==> src/rtl/pipeline_hazard_ctrl_if.sv <==
// Signal bundle between the hazard/sequencing controller and the 5-stage pipeline datapath.
// The controller connects through the slave modport; the datapath side uses the master modport.
interface pipeline_hazard_ctrl_if;
   logic [4:0]  id_rs;
   logic [4:0]  id_rt;
   logic        id_uses_rt;
   logic        idex_mem_read;
   logic [4:0]  idex_rt;
   logic        ex_branch_taken;
   logic        exmem_mem_access;
   logic        dmem_ready;
   logic        halt_req;
   logic        pc_write;
   logic        if_id_write;
   logic        if_id_bubble;
   logic        id_ex_bubble;
   logic        id_ex_hold;
   logic        ex_mem_hold;
   logic        mem_wb_bubble;
   logic        flush_all;
   logic        halted;
   logic        mem_err;
   logic [15:0] stall_cnt;
   logic [15:0] flush_cnt;

   modport slave (
      input  id_rs, id_rt, id_uses_rt, idex_mem_read, idex_rt,
             ex_branch_taken, exmem_mem_access, dmem_ready, halt_req,
      output pc_write, if_id_write, if_id_bubble, id_ex_bubble, id_ex_hold,
             ex_mem_hold, mem_wb_bubble, flush_all, halted, mem_err,
             stall_cnt, flush_cnt
   );

   modport master (
      output id_rs, id_rt, id_uses_rt, idex_mem_read, idex_rt,
             ex_branch_taken, exmem_mem_access, dmem_ready, halt_req,
      input  pc_write, if_id_write, if_id_bubble, id_ex_bubble, id_ex_hold,
             ex_mem_hold, mem_wb_bubble, flush_all, halted, mem_err,
             stall_cnt, flush_cnt
   );
endinterface

==> src/rtl/pipeline_hazard_ctrl.sv <==
// Sequencing controller for the 5-stage pipeline: reset fill, load-use stall, branch kill,
// data-memory freeze with timeout, and orderly drain to HALT.
module pipeline_hazard_ctrl #(
   parameter int FILL_CYCLES  = 4,
   parameter int DRAIN_CYCLES = 4,
   parameter int MEM_TIMEOUT  = 255
) (
   input logic                   clk,
   input logic                   rst_n,
   pipeline_hazard_ctrl_if.slave bus
);
   typedef enum logic [2:0] {
      S_FILL     = 3'd0,
      S_RUN      = 3'd1,
      S_MEM_WAIT = 3'd2,
      S_DRAIN    = 3'd3,
      S_HALT     = 3'd4
   } state_t;

   localparam logic [3:0] FILL_LAST    = 4'(FILL_CYCLES - 1);
   localparam logic [3:0] DRAIN_LAST   = 4'(DRAIN_CYCLES - 1);
   localparam logic [7:0] TIMEOUT_LAST = 8'(MEM_TIMEOUT - 1);

   state_t      r_state;
   state_t      w_next;
   logic [3:0]  r_fill_cnt;
   logic [3:0]  r_drain_cnt;
   logic [7:0]  r_to_cnt;
   logic        r_from_drain;
   logic        r_flush_all;
   logic        r_halted;
   logic        r_mem_err;
   logic [15:0] r_stall_cnt;
   logic [15:0] r_flush_cnt;

   logic w_freeze, w_lu, w_stop, w_run_mode, w_drain_mode, w_active;
   logic w_drain_last, w_timeout, w_stall_evt, w_flush_evt, w_drain_adv;
   logic w_pc_write, w_if_id_write, w_if_id_bubble, w_id_ex_bubble;
   logic w_id_ex_hold, w_ex_mem_hold, w_mem_wb_bubble;

   assign w_freeze = bus.exmem_mem_access & ~bus.dmem_ready;
   assign w_lu     = bus.idex_mem_read & (bus.idex_rt != 5'd0) &
                     ((bus.idex_rt == bus.id_rs) | (bus.id_uses_rt & (bus.idex_rt == bus.id_rt)));

   // Operating mode: a MEM_WAIT cycle behaves like the state that entered it once memory is ready
   always_comb begin
      w_run_mode   = 1'b0;
      w_drain_mode = 1'b0;
      w_stop       = 1'b0;
      case (r_state)
         S_RUN: begin
            w_run_mode = 1'b1;
            w_stop     = w_freeze;
         end
         S_DRAIN: begin
            w_drain_mode = 1'b1;
            w_stop       = w_freeze;
         end
         S_MEM_WAIT: begin
            w_run_mode   = ~r_from_drain;
            w_drain_mode = r_from_drain;
            w_stop       = ~bus.dmem_ready;
         end
         default: begin
            w_run_mode   = 1'b0;
            w_drain_mode = 1'b0;
            w_stop       = 1'b0;
         end
      endcase
   end

   assign w_active     = w_run_mode | w_drain_mode;
   assign w_drain_last = (r_drain_cnt == DRAIN_LAST);
   assign w_timeout    = (r_state == S_MEM_WAIT) & ~bus.dmem_ready & (r_to_cnt == TIMEOUT_LAST);
   assign w_stall_evt  = w_active & (w_stop | (~bus.ex_branch_taken & w_lu));
   assign w_flush_evt  = w_active & ~w_stop & bus.ex_branch_taken;
   assign w_drain_adv  = w_drain_mode & ~w_stop;

   // State register
   always_ff @(posedge clk or negedge rst_n) begin
      if (!rst_n) begin
         r_state <= S_FILL;
      end else begin
         r_state <= w_next;
      end
   end

   // Next-state logic
   always_comb begin
      w_next = r_state;
      case (r_state)
         S_FILL: begin
            if (r_fill_cnt == FILL_LAST) w_next = S_RUN;
            else                         w_next = S_FILL;
         end
         S_RUN: begin
            if (w_freeze)          w_next = S_MEM_WAIT;
            else if (bus.halt_req) w_next = S_DRAIN;
            else                   w_next = S_RUN;
         end
         S_MEM_WAIT: begin
            if (w_timeout)         w_next = S_HALT;
            else if (w_stop)       w_next = S_MEM_WAIT;
            else if (r_from_drain) w_next = w_drain_last ? S_HALT : S_DRAIN;
            else if (bus.halt_req) w_next = S_DRAIN;
            else                   w_next = S_RUN;
         end
         S_DRAIN: begin
            if (w_freeze)          w_next = S_MEM_WAIT;
            else if (w_drain_last) w_next = S_HALT;
            else                   w_next = S_DRAIN;
         end
         S_HALT:  w_next = S_HALT;
         default: w_next = S_HALT;
      endcase
   end

   // Stall/bubble/hold outputs; in drain mode the PC stays put and IF/ID is fed nops
   always_comb begin
      w_pc_write      = 1'b0;
      w_if_id_write   = 1'b0;
      w_if_id_bubble  = 1'b1;
      w_id_ex_bubble  = 1'b1;
      w_id_ex_hold    = 1'b0;
      w_ex_mem_hold   = 1'b0;
      w_mem_wb_bubble = 1'b1;
      if (w_active) begin
         w_if_id_bubble  = 1'b0;
         w_id_ex_bubble  = 1'b0;
         w_mem_wb_bubble = 1'b0;
         if (w_stop) begin
            w_id_ex_hold    = 1'b1;
            w_ex_mem_hold   = 1'b1;
            w_mem_wb_bubble = 1'b1;
         end else if (bus.ex_branch_taken) begin
            w_pc_write     = w_run_mode;
            w_if_id_write  = 1'b1;
            w_if_id_bubble = 1'b1;
            w_id_ex_bubble = 1'b1;
         end else if (w_lu) begin
            w_id_ex_bubble = 1'b1;
         end else begin
            w_pc_write     = w_run_mode;
            w_if_id_write  = 1'b1;
            w_if_id_bubble = w_drain_mode;
         end
      end else begin
         w_pc_write = 1'b0;
      end
   end

   // Sequencing counters, registered status flags and saturating statistics
   always_ff @(posedge clk or negedge rst_n) begin
      if (!rst_n) begin
         r_fill_cnt   <= 4'd0;
         r_drain_cnt  <= 4'd0;
         r_to_cnt     <= 8'd0;
         r_from_drain <= 1'b0;
         r_flush_all  <= 1'b1;
         r_halted     <= 1'b0;
         r_mem_err    <= 1'b0;
         r_stall_cnt  <= 16'd0;
         r_flush_cnt  <= 16'd0;
      end else begin
         if (r_state == S_FILL) r_fill_cnt <= r_fill_cnt + 4'd1;
         else                   r_fill_cnt <= 4'd0;
         if (w_drain_adv) r_drain_cnt <= r_drain_cnt + 4'd1;
         else             r_drain_cnt <= r_drain_cnt;
         if ((r_state == S_MEM_WAIT) && !bus.dmem_ready) r_to_cnt <= r_to_cnt + 8'd1;
         else                                            r_to_cnt <= 8'd0;
         if (r_state != S_MEM_WAIT) r_from_drain <= (r_state == S_DRAIN);
         else                       r_from_drain <= r_from_drain;
         r_flush_all <= (w_next == S_FILL);
         r_halted    <= (w_next == S_HALT);
         r_mem_err   <= r_mem_err | w_timeout;
         if (w_stall_evt && (r_stall_cnt != 16'hFFFF)) r_stall_cnt <= r_stall_cnt + 16'd1;
         else                                          r_stall_cnt <= r_stall_cnt;
         if (w_flush_evt && (r_flush_cnt != 16'hFFFF)) r_flush_cnt <= r_flush_cnt + 16'd1;
         else                                          r_flush_cnt <= r_flush_cnt;
      end
   end

   assign bus.pc_write      = w_pc_write;
   assign bus.if_id_write   = w_if_id_write;
   assign bus.if_id_bubble  = w_if_id_bubble;
   assign bus.id_ex_bubble  = w_id_ex_bubble;
   assign bus.id_ex_hold    = w_id_ex_hold;
   assign bus.ex_mem_hold   = w_ex_mem_hold;
   assign bus.mem_wb_bubble = w_mem_wb_bubble;
   assign bus.flush_all     = r_flush_all;
   assign bus.halted        = r_halted;
   assign bus.mem_err       = r_mem_err;
   assign bus.stall_cnt     = r_stall_cnt;
   assign bus.flush_cnt     = r_flush_cnt;
endmodule

==> src/flat_wrapper.sv <==
// flat-port wrapper written by rule: the top's interface ports become plain ports
module pipeline_hazard_ctrl_flat 
#(
   parameter int FILL_CYCLES  = 4,
   parameter int DRAIN_CYCLES = 4,
   parameter int MEM_TIMEOUT  = 255
)
  (clk, rst_n, bus_id_rs, bus_id_rt, bus_id_uses_rt, bus_idex_mem_read, bus_idex_rt, bus_ex_branch_taken, bus_exmem_mem_access, bus_dmem_ready, bus_halt_req, bus_pc_write, bus_if_id_write, bus_if_id_bubble, bus_id_ex_bubble, bus_id_ex_hold, bus_ex_mem_hold, bus_mem_wb_bubble, bus_flush_all, bus_halted, bus_mem_err, bus_stall_cnt, bus_flush_cnt);
  pipeline_hazard_ctrl_if bus_i ();
  input logic clk;
  input logic rst_n;
  input wire logic [$bits(bus_i.id_rs)-1:0] bus_id_rs;
  input wire logic [$bits(bus_i.id_rt)-1:0] bus_id_rt;
  input wire logic [$bits(bus_i.id_uses_rt)-1:0] bus_id_uses_rt;
  input wire logic [$bits(bus_i.idex_mem_read)-1:0] bus_idex_mem_read;
  input wire logic [$bits(bus_i.idex_rt)-1:0] bus_idex_rt;
  input wire logic [$bits(bus_i.ex_branch_taken)-1:0] bus_ex_branch_taken;
  input wire logic [$bits(bus_i.exmem_mem_access)-1:0] bus_exmem_mem_access;
  input wire logic [$bits(bus_i.dmem_ready)-1:0] bus_dmem_ready;
  input wire logic [$bits(bus_i.halt_req)-1:0] bus_halt_req;
  output wire logic [$bits(bus_i.pc_write)-1:0] bus_pc_write;
  output wire logic [$bits(bus_i.if_id_write)-1:0] bus_if_id_write;
  output wire logic [$bits(bus_i.if_id_bubble)-1:0] bus_if_id_bubble;
  output wire logic [$bits(bus_i.id_ex_bubble)-1:0] bus_id_ex_bubble;
  output wire logic [$bits(bus_i.id_ex_hold)-1:0] bus_id_ex_hold;
  output wire logic [$bits(bus_i.ex_mem_hold)-1:0] bus_ex_mem_hold;
  output wire logic [$bits(bus_i.mem_wb_bubble)-1:0] bus_mem_wb_bubble;
  output wire logic [$bits(bus_i.flush_all)-1:0] bus_flush_all;
  output wire logic [$bits(bus_i.halted)-1:0] bus_halted;
  output wire logic [$bits(bus_i.mem_err)-1:0] bus_mem_err;
  output wire logic [$bits(bus_i.stall_cnt)-1:0] bus_stall_cnt;
  output wire logic [$bits(bus_i.flush_cnt)-1:0] bus_flush_cnt;
  assign bus_i.id_rs = bus_id_rs;
  assign bus_i.id_rt = bus_id_rt;
  assign bus_i.id_uses_rt = bus_id_uses_rt;
  assign bus_i.idex_mem_read = bus_idex_mem_read;
  assign bus_i.idex_rt = bus_idex_rt;
  assign bus_i.ex_branch_taken = bus_ex_branch_taken;
  assign bus_i.exmem_mem_access = bus_exmem_mem_access;
  assign bus_i.dmem_ready = bus_dmem_ready;
  assign bus_i.halt_req = bus_halt_req;
  assign bus_pc_write = bus_i.pc_write;
  assign bus_if_id_write = bus_i.if_id_write;
  assign bus_if_id_bubble = bus_i.if_id_bubble;
  assign bus_id_ex_bubble = bus_i.id_ex_bubble;
  assign bus_id_ex_hold = bus_i.id_ex_hold;
  assign bus_ex_mem_hold = bus_i.ex_mem_hold;
  assign bus_mem_wb_bubble = bus_i.mem_wb_bubble;
  assign bus_flush_all = bus_i.flush_all;
  assign bus_halted = bus_i.halted;
  assign bus_mem_err = bus_i.mem_err;
  assign bus_stall_cnt = bus_i.stall_cnt;
  assign bus_flush_cnt = bus_i.flush_cnt;
  pipeline_hazard_ctrl #(.FILL_CYCLES(FILL_CYCLES), .DRAIN_CYCLES(DRAIN_CYCLES), .MEM_TIMEOUT(MEM_TIMEOUT)) u_core (.clk(clk), .rst_n(rst_n), .bus(bus_i));
endmodule
==> config.mk <==
export PLATFORM = sky130hd
export DESIGN_NAME = pipeline_hazard_ctrl_flat
export DESIGN_NICKNAME = d
export VERILOG_FILES = /design/src/rtl/pipeline_hazard_ctrl_if.sv /design/src/rtl/pipeline_hazard_ctrl.sv /design/src/flat_wrapper.sv
export SDC_FILE = /design/constraint.sdc
export NUM_CORES = 1
export LEC_CHECK = 0
export ABC_CLOCK_PERIOD_IN_PS = 1900
export BUFFER_PORTS_ARGS = -buffer_cell sky130_fd_sc_hd__buf_2
export CORE_MARGIN = 2
export CORE_UTILIZATION = 49
export DETAILED_ROUTE_END_ITERATION = 8
export PLACE_DENSITY = 0.76
export SYNTH_ARGS = -nofsm -noshare
export SYNTH_HDL_FRONTEND = slang
export SYNTH_SLANG_ARGS = --single-unit
==> constraint.sdc <==
create_clock -name clk -period 1.9 [get_ports clk]
set_input_delay 0.19 -clock clk [delete_from_list [all_inputs] [get_ports clk]]
set_output_delay 0.19 -clock clk [all_outputs]
set_load 0.01 [all_outputs]
==> flow_summary.json, run 1 <==
{
  "cp_max_fo": 8,
  "critPathRequiredTime_ns": 2.14,
  "holdWs_ns": 0.301,
  "p_comb_share_pct": 41.2,
  "hold_depth": 3,
  "drt-pass1-iter-count": 4,
  "vdd_ir_drop_max_uv": 759,
  "final_nets": 401,
  "cts_tree": "done",
  "status": "finished, violations left",
  "syn_area_um2": 2850,
  "reg2reg_from": "u_core.r_state[0]",
  "reg2reg_depth": 7,
  "setup_viol": 10,
  "tightest_slew_ns": 0.357,
  "totalPowerFinal_w": 0.00408,
  "drive_above_1_share_pct": 40.8,
  "drt_iter0_markers": 69,
  "ys_warn_count": 0,
  "wl_um": 6570,
  "grt_max_degree": 56,
  "tns_ns": -0.397,
  "p_leak_nw": 1.83,
  "ys_seq_area_share_pct": 48.4,
  "rows": 27,
  "clock.fmax_mhz": 504,
  "numPortBuffers": 64,
  "syn_area_per_cell_um2": 10.6,
  "rsz0062_at_grt": "yes",
  "clkPwrFrac_pct": 18.9,
  "hold_violations": 0,
  "cp.arrival_ns": 2.22,
  "num_antenna_cells": 0,
  "htreeDepth": 2,
  "violations": "negative setup slack",
  "drv_cap": 0,
  "period_minus_slack_ns": 1.98,
  "synth_cells": 269,
  "ff2ff_setup_slack_ns": -0.08,
  "avgViaCountPerCell": 5.23,
  "clkTransAtPathRegs_ns": 0.10,
  "hpwl_um": 4450,
  "ys_ff_latch": 55,
  "hp-start": "bus_halt_req",
  "grtUsageTotal_pct": 20.5,
  "antenna_found_initial": 0,
  "end_kind": "flop",
  "dpl_worst_slack_ns": -0.0565,
  "die_x_um": 80.2,
  "cts_sinks": 55,
  "hold_class": "in2reg",
  "areaGrowthSynthToFinish_pct": 34.9,
  "io_pins": 65,
  "worstHoldEndpoint": "u_core.r_state[1]",
  "synth_top_area_cell": "dfrtp_1",
  "vias": 2326,
  "cp-start-kind": "flop",
  "gr-total-overflow": 0,
  "grt_pass1_wl_um": 10400,
  "post_drt_wl_per_cell_um": 14.8,
  "clockBufferDepth": 2,
  "finClkSkew_ns": 0.00820,
  "final_cell_area_um2": 3840,
  "synth_top_cell_area_share_pct": 47.5,
  "slew_headroom_pct": 76.0,
  "drc": 0,
  "cts-root-buf": "clkbuf_8",
  "grt_pass1_vias": 2224,
  "start_util_pct": 51.1,
  "synth_ff_type": "dfrtp_1",
  "ys_top_cells_by_area": "dfrtp_1, xnor2_1, xor2_1",
  "period_share_pct": 104,
  "place_congestion": 0.828,
  "die_h_um": 80.2,
  "critPathKind": "reg2reg",
  "syn_nets": 298,
  "power.density_nw_per_um2": 1060,
  "drv_slew": 0,
  "die_area_um2": 6430,
  "synth_edf_count": 0,
  "synth_cell_type_count": 48,
  "core-area_um2": 5570,
  "clk_latency_ns": 0.30,
  "fin_ws_ns": -0.0841,
  "postSynth.asyncResetShare_pct": 100,
  "p_sw_share_pct": 35.2,
  "power_frac_seq_pct": 40.0,
  "switching_power_w": 0.00144,
  "placed_area_um2": 3450,
  "ant_nets": 0,
  "internal_power_w": 0.00265,
  "r2r_end": "u_core.bus.stall_cnt[6]",
  "numCtsBuffers": 5
}
-- cell type report --
cell class	count	area, um2
sequential	55	1380
multi-input combinational	200	1550
fill	421	1730
clock buffer	5	68.8
clock inverter	3	43.8
inverter	7	26.3
timing repair buffer	103	681
tap	72	90.1
-- critical path, stage by stage, from the launching register on --
cell     delay [ns]
dfrtp_1        0.41
or2b_1         0.25
a211o_1        0.33
inv_2          0.11
a31oi_4        0.06
buf_12         0.20
nor4_1         0.38
xor2_1         0.17
-- cells in the final DEF, fill, tap and decap left out, types with 3 or more instances in the layout --
master	count
ha_1	5
nand2_1	17
dfrtp_1	52
o21ai_0	4
buf_2	64
nor3_1	7
xor2_1	21
clkbuf_8	5
inv_1	6
buf_4	32
nand3_1	14
nor3_2	3
buf_12	3
xnor2_1	27
nor2_1	19
a31oi_4	3
a21oi_1	7
nand4_1	12
or3_1	3
and3_1	5
-- logic make-up after synthesis --
| family | Yosys count | share of synthesized area (%) |
|---|---|---|
| and+or+nand+nor | 118 | 24.1 |
| DFF | 55 | 48.4 |
| xor gates and xnor gates | 48 | 14.8 |
| AOI/OAI and AO/OA | 24 | 5.54 |
| buffers and inverters | 14 | 2.94 |
| adders and majority gates | 6 | 2.64 |
| muxes | 4 | 1.58 |
-- per-layer routing --
| metal | global-route usage (%) | vias up | share of wire, % |
|---|---|---|---|
| li1 | - | 1144 | - |
| met1 | 26.6 | 1134 | 44 |
| met2 | 35.5 | 40 | 52 |
| met3 | 3.82 | 8 | 3.1 |
| met4 | 4.41 | 0 | 1.3 |
| met5 | 0 | - | 0 |
-- power by group through the flow --
stage	logic, W	clock network, W	registers [W]
2_1_floorplan	0.000723	0	0.00169
3_3_place_gp	0.00140	0	0.00162
3_5_place_dp	0.00144	0	0.00163
4_1_cts	0.00156	0.000787	0.00161
5_1_grt	0.00185	0.000842	0.00167
6_report	0.00168	0.000771	0.00163
-- cell usage after synthesis (3+ instances only) --
library cell  number
nor3b_1            3
nor2_1            22
nor3_1            10
nand3_1           15
dfrtp_1           54
a21oi_1            8
nor4_1             3
mux2_2             4
xnor2_1           27
xor2_1            21
and3_1             5
or3_1              4
nand4_1           12
buf_4              4
inv_1              6
ha_1               6
nand2_1           19
o21ai_0            6
-- what timing repair did --
action / in CTS / in global routing
setup endpoints to repair: 14 / 34
pin swaps: 8 / 17
hold buffers: 1 / 0
gates resized for setup: 12 / 24
endpoints found under the hold margin: 54 / 0
setup buffers: 2 / 6
gates cloned: 1 / 0
-- registers in the layout, indices dropped and copies added (netlist names), 3 cells and up --
name / count
u_core.r_fill_cnt: 4
u_core.bus.stall_cnt: 16
u_core.r_drain_cnt: 4
u_core.bus.flush_cnt: 16
u_core.r_state: 3
u_core.r_to_cnt: 8
-- worst max-delay path by stage --
stage,cells past startpoint,endpoint,start
after detailed placement,7,u_core.bus.flush_all,u_core.r_state[0]
after floorplan,7,u_core.bus.stall_cnt[1],u_core.bus.stall_cnt[1]
final,7,u_core.bus.stall_cnt[6],u_core.r_state[0]
after CTS,7,u_core.bus.stall_cnt[6],u_core.r_state[0]
after global routing,7,u_core.bus.stall_cnt[6],u_core.r_state[0]
after global placement,8,bus_pc_write,bus_idex_rt[0]
-- metrics by stage --
| step | instances | util, % |
|---|---|---|
| 5_1_grt | 445 | 68.9 |
| 6_report | 445 | 68.9 |
| 3_5_place_dp | 427 | 62.0 |
| 3_3_place_gp | 427 | 62.0 |
| 2_1_floorplan | 269 | - |
| 4_1_cts | 439 | 65.9 |
Note: power is estimated with default switching activity, not from simulation.
==> inputs of run 2 (changes only) <==
--- a/config.mk
+++ b/config.mk
@@ -5,12 +5,12 @@
 export SDC_FILE = /design/constraint.sdc
 export NUM_CORES = 1
 export LEC_CHECK = 0
-export ABC_CLOCK_PERIOD_IN_PS = 1900
+export ABC_CLOCK_PERIOD_IN_PS = 2450
 export BUFFER_PORTS_ARGS = -buffer_cell sky130_fd_sc_hd__buf_2
 export CORE_MARGIN = 2
-export CORE_UTILIZATION = 49
+export CORE_UTILIZATION = 58
 export DETAILED_ROUTE_END_ITERATION = 8
-export PLACE_DENSITY = 0.76
+export PLACE_DENSITY = 0.85
 export SYNTH_ARGS = -nofsm -noshare
 export SYNTH_HDL_FRONTEND = slang
 export SYNTH_SLANG_ARGS = --single-unit
==> constraint.sdc (replaced) <==
create_clock -name clk -period 2.45 [get_ports clk]
set_input_delay 0.245 -clock clk [delete_from_list [all_inputs] [get_ports clk]]
set_output_delay 0.245 -clock clk [all_outputs]
set_load 0.01 [all_outputs]
==> run 2 against run 1 <==
Die area decreased by 15%. Clock power down 38%. Largest cell class unchanged. The run ends with negative hold slack left. Critical path depth down 1. Non-clock buffer count shrank 36. Core utilization rose by 0.89 points. Flip-flop and latch count unchanged. Setup slack gained 0.29 ns.
==> flow_summary.json, run 2 (synthesis gave the netlist of run 1 again) <==
{
  "clkPwrFrac_pct": 18.3,
  "post_drt_wl_per_cell_um": 14.0,
  "cts_setup_buffers": 0,
  "wl_um": 5670,
  "ff2ff_setup_slack_ns": 0.20,
  "htreeDepth": 2,
  "tightest_slew_ns": 0.732,
  "die_area_um2": 5480,
  "critPathRequiredTime_ns": 2.65,
  "setup_viol": 0,
  "drive_above_1_share_pct": 26.1,
  "critPathKind": "reg2reg",
  "cp_max_fo": 11,
  "power_frac_seq_pct": 50.9,
  "ant_nets": 0,
  "placed_area_um2": 3220,
  "rsz0062_at_grt": "no",
  "tns_ns": 0,
  "reg2reg_from": "u_core.r_state[1]",
  "status": "finished, violations left",
  "switching_power_w": 0.000939,
  "p_sw_share_pct": 36.1,
  "io_pins": 65,
  "die_h_um": 74.1,
  "grt_pass1_vias": 2180,
  "finClkSkew_ns": 0.0146,
  "vdd_ir_drop_max_uv": 573,
  "rows": 25,
  "violations": "negative hold slack",
  "hold_violations": 18,
  "cp-start-kind": "flop",
  "clk_latency_ns": 0.31,
  "drt_iter0_markers": 133,
  "slew_headroom_pct": 51.2,
  "n_fill_cell": 359,
  "cts_tree": "done",
  "areaGrowthSynthToFinish_pct": 15.8,
  "r2r_end": "u_core.bus.stall_cnt[14]",
  "final_common_cell": "buf_2",
  "post_cts_resized": 0,
  "avgViaCountPerCell": 5.36,
  "die_x_um": 74.1,
  "drc": 0,
  "start_util_pct": 60.3,
  "gr-total-overflow": 0,
  "hold_buffers": 0,
  "hpwl_um": 4320,
  "holdWs_ns": -0.0104,
  "cts_sinks": 55,
  "clockBufferDepth": 2,
  "num_antenna_cells": 0,
  "numPortBuffers": 64,
  "end_kind": "flop",
  "period_share_pct": 91.7,
  "p_leak_nw": 1.56,
  "numCtsBuffers": 5,
  "final_nets": 365,
  "antenna_found_initial": 0,
  "place_congestion": 0.881,
  "grtUsageTotal_pct": 23.3,
  "reg2reg_depth": 6,
  "vias": 2164,
  "final_cell_area_um2": 3300,
  "clock.fmax_mhz": 445,
  "power.density_nw_per_um2": 789,
  "period_minus_slack_ns": 2.25,
  "internal_power_w": 0.00166,
  "grt_pass1_wl_um": 9850,
  "cp.arrival_ns": 2.45,
  "drt-pass1-iter-count": 5,
  "cts-root-buf": "clkbuf_8",
  "drv_slew": 0,
  "p_comb_share_pct": 30.8,
  "final_cell_mix": "buf_2, dfrtp_1, xnor2_1",
  "grt_max_degree": 35,
  "drv_cap": 0,
  "clkTransAtPathRegs_ns": 0.09,
  "core-area_um2": 4720,
  "hold_class": "in2async"
}
## run 2: changes by cell type in the layout (fill, tap and decap cells not counted), sizes merged
cell / delta
clkbuf: +3
clkinv: -2
buf: -35
dlygate4sd3: -1
bufinv: -1
## run 2: worst max-delay path, stage by stage (launching register included)
cell,delay [ns]
dfrtp_1,0.52
or2b_1,0.28
a211o_1,0.32
inv_2,0.16
a31oi_4,0.09
nor3_1,0.39
mux2_2,0.38
## run 2: final cells by class
class                   count  area (um2)  area share [%]
repair buffers             67         343            10.4
clock buffers               8        80.1            2.43
flip-flops and latches     55        1380            41.8
well taps                  67        83.8            2.54
inverters                   7        26.3           0.797
multi-input cells         200        1390            42.0
## run 2: stage by stage
step / cells / hold slack [ns] / worst slack (ns) / utilization [%] / total power (W)
6_report: 404 / -0.0104 / 0.203 / 69.8 / 0.00260
5_1_grt: 404 / 0.0480 / 0.0465 / 69.8 / 0.00280
4_1_cts: 404 / 0.00625 / 0.238 / 69.8 / 0.00262
3_5_place_dp: 396 / 0.356 / 0.256 / 68.1 / 0.00215
3_3_place_gp: 396 / 0.336 / 0.335 / 68.1 / 0.00211
2_1_floorplan: 269 / -0.0506 / 0.482 / - / 0.00186
## run 2: worst max-delay path by stage
| stage | startpoint | endpoint | slack (ns) | depth (start not counted) |
|---|---|---|---|---|
| 3_3_place_gp | u_core.r_state[1] | u_core.bus.stall_cnt[14] | 0.33 | 6 |
| 4_1_cts | u_core.r_state[1] | u_core.bus.flush_cnt[15] | 0.24 | 6 |
| 2_1_floorplan | u_core.bus.stall_cnt[0] | u_core.bus.stall_cnt[1] | 0.48 | 7 |
| 5_1_grt | u_core.r_state[1] | u_core.bus.flush_cnt[15] | 0.05 | 6 |
| 6_report | u_core.r_state[1] | u_core.bus.stall_cnt[14] | 0.20 | 6 |
| 3_5_place_dp | u_core.r_state[1] | u_core.bus.stall_cnt[14] | 0.26 | 6 |
## run 2: power by group through the flow
stage          sequential (W)  combinational, W  clock, W
6_report              0.00132          0.000802  0.000476
5_1_grt               0.00136          0.000908  0.000532
4_1_cts               0.00132          0.000817  0.000490
3_5_place_dp          0.00133          0.000815         0
3_3_place_gp          0.00132          0.000787         0
2_1_floorplan         0.00130          0.000557         0
## run 2: routing by layer
| layer | GRT usage [%] | wire (um) |
|---|---|---|
| met5 | 0 | 0 |
| met4 | 6.46 | 39 |
| met3 | 6.10 | 260 |
| met2 | 40.0 | 2950 |
| met1 | 29.4 | 2420 |
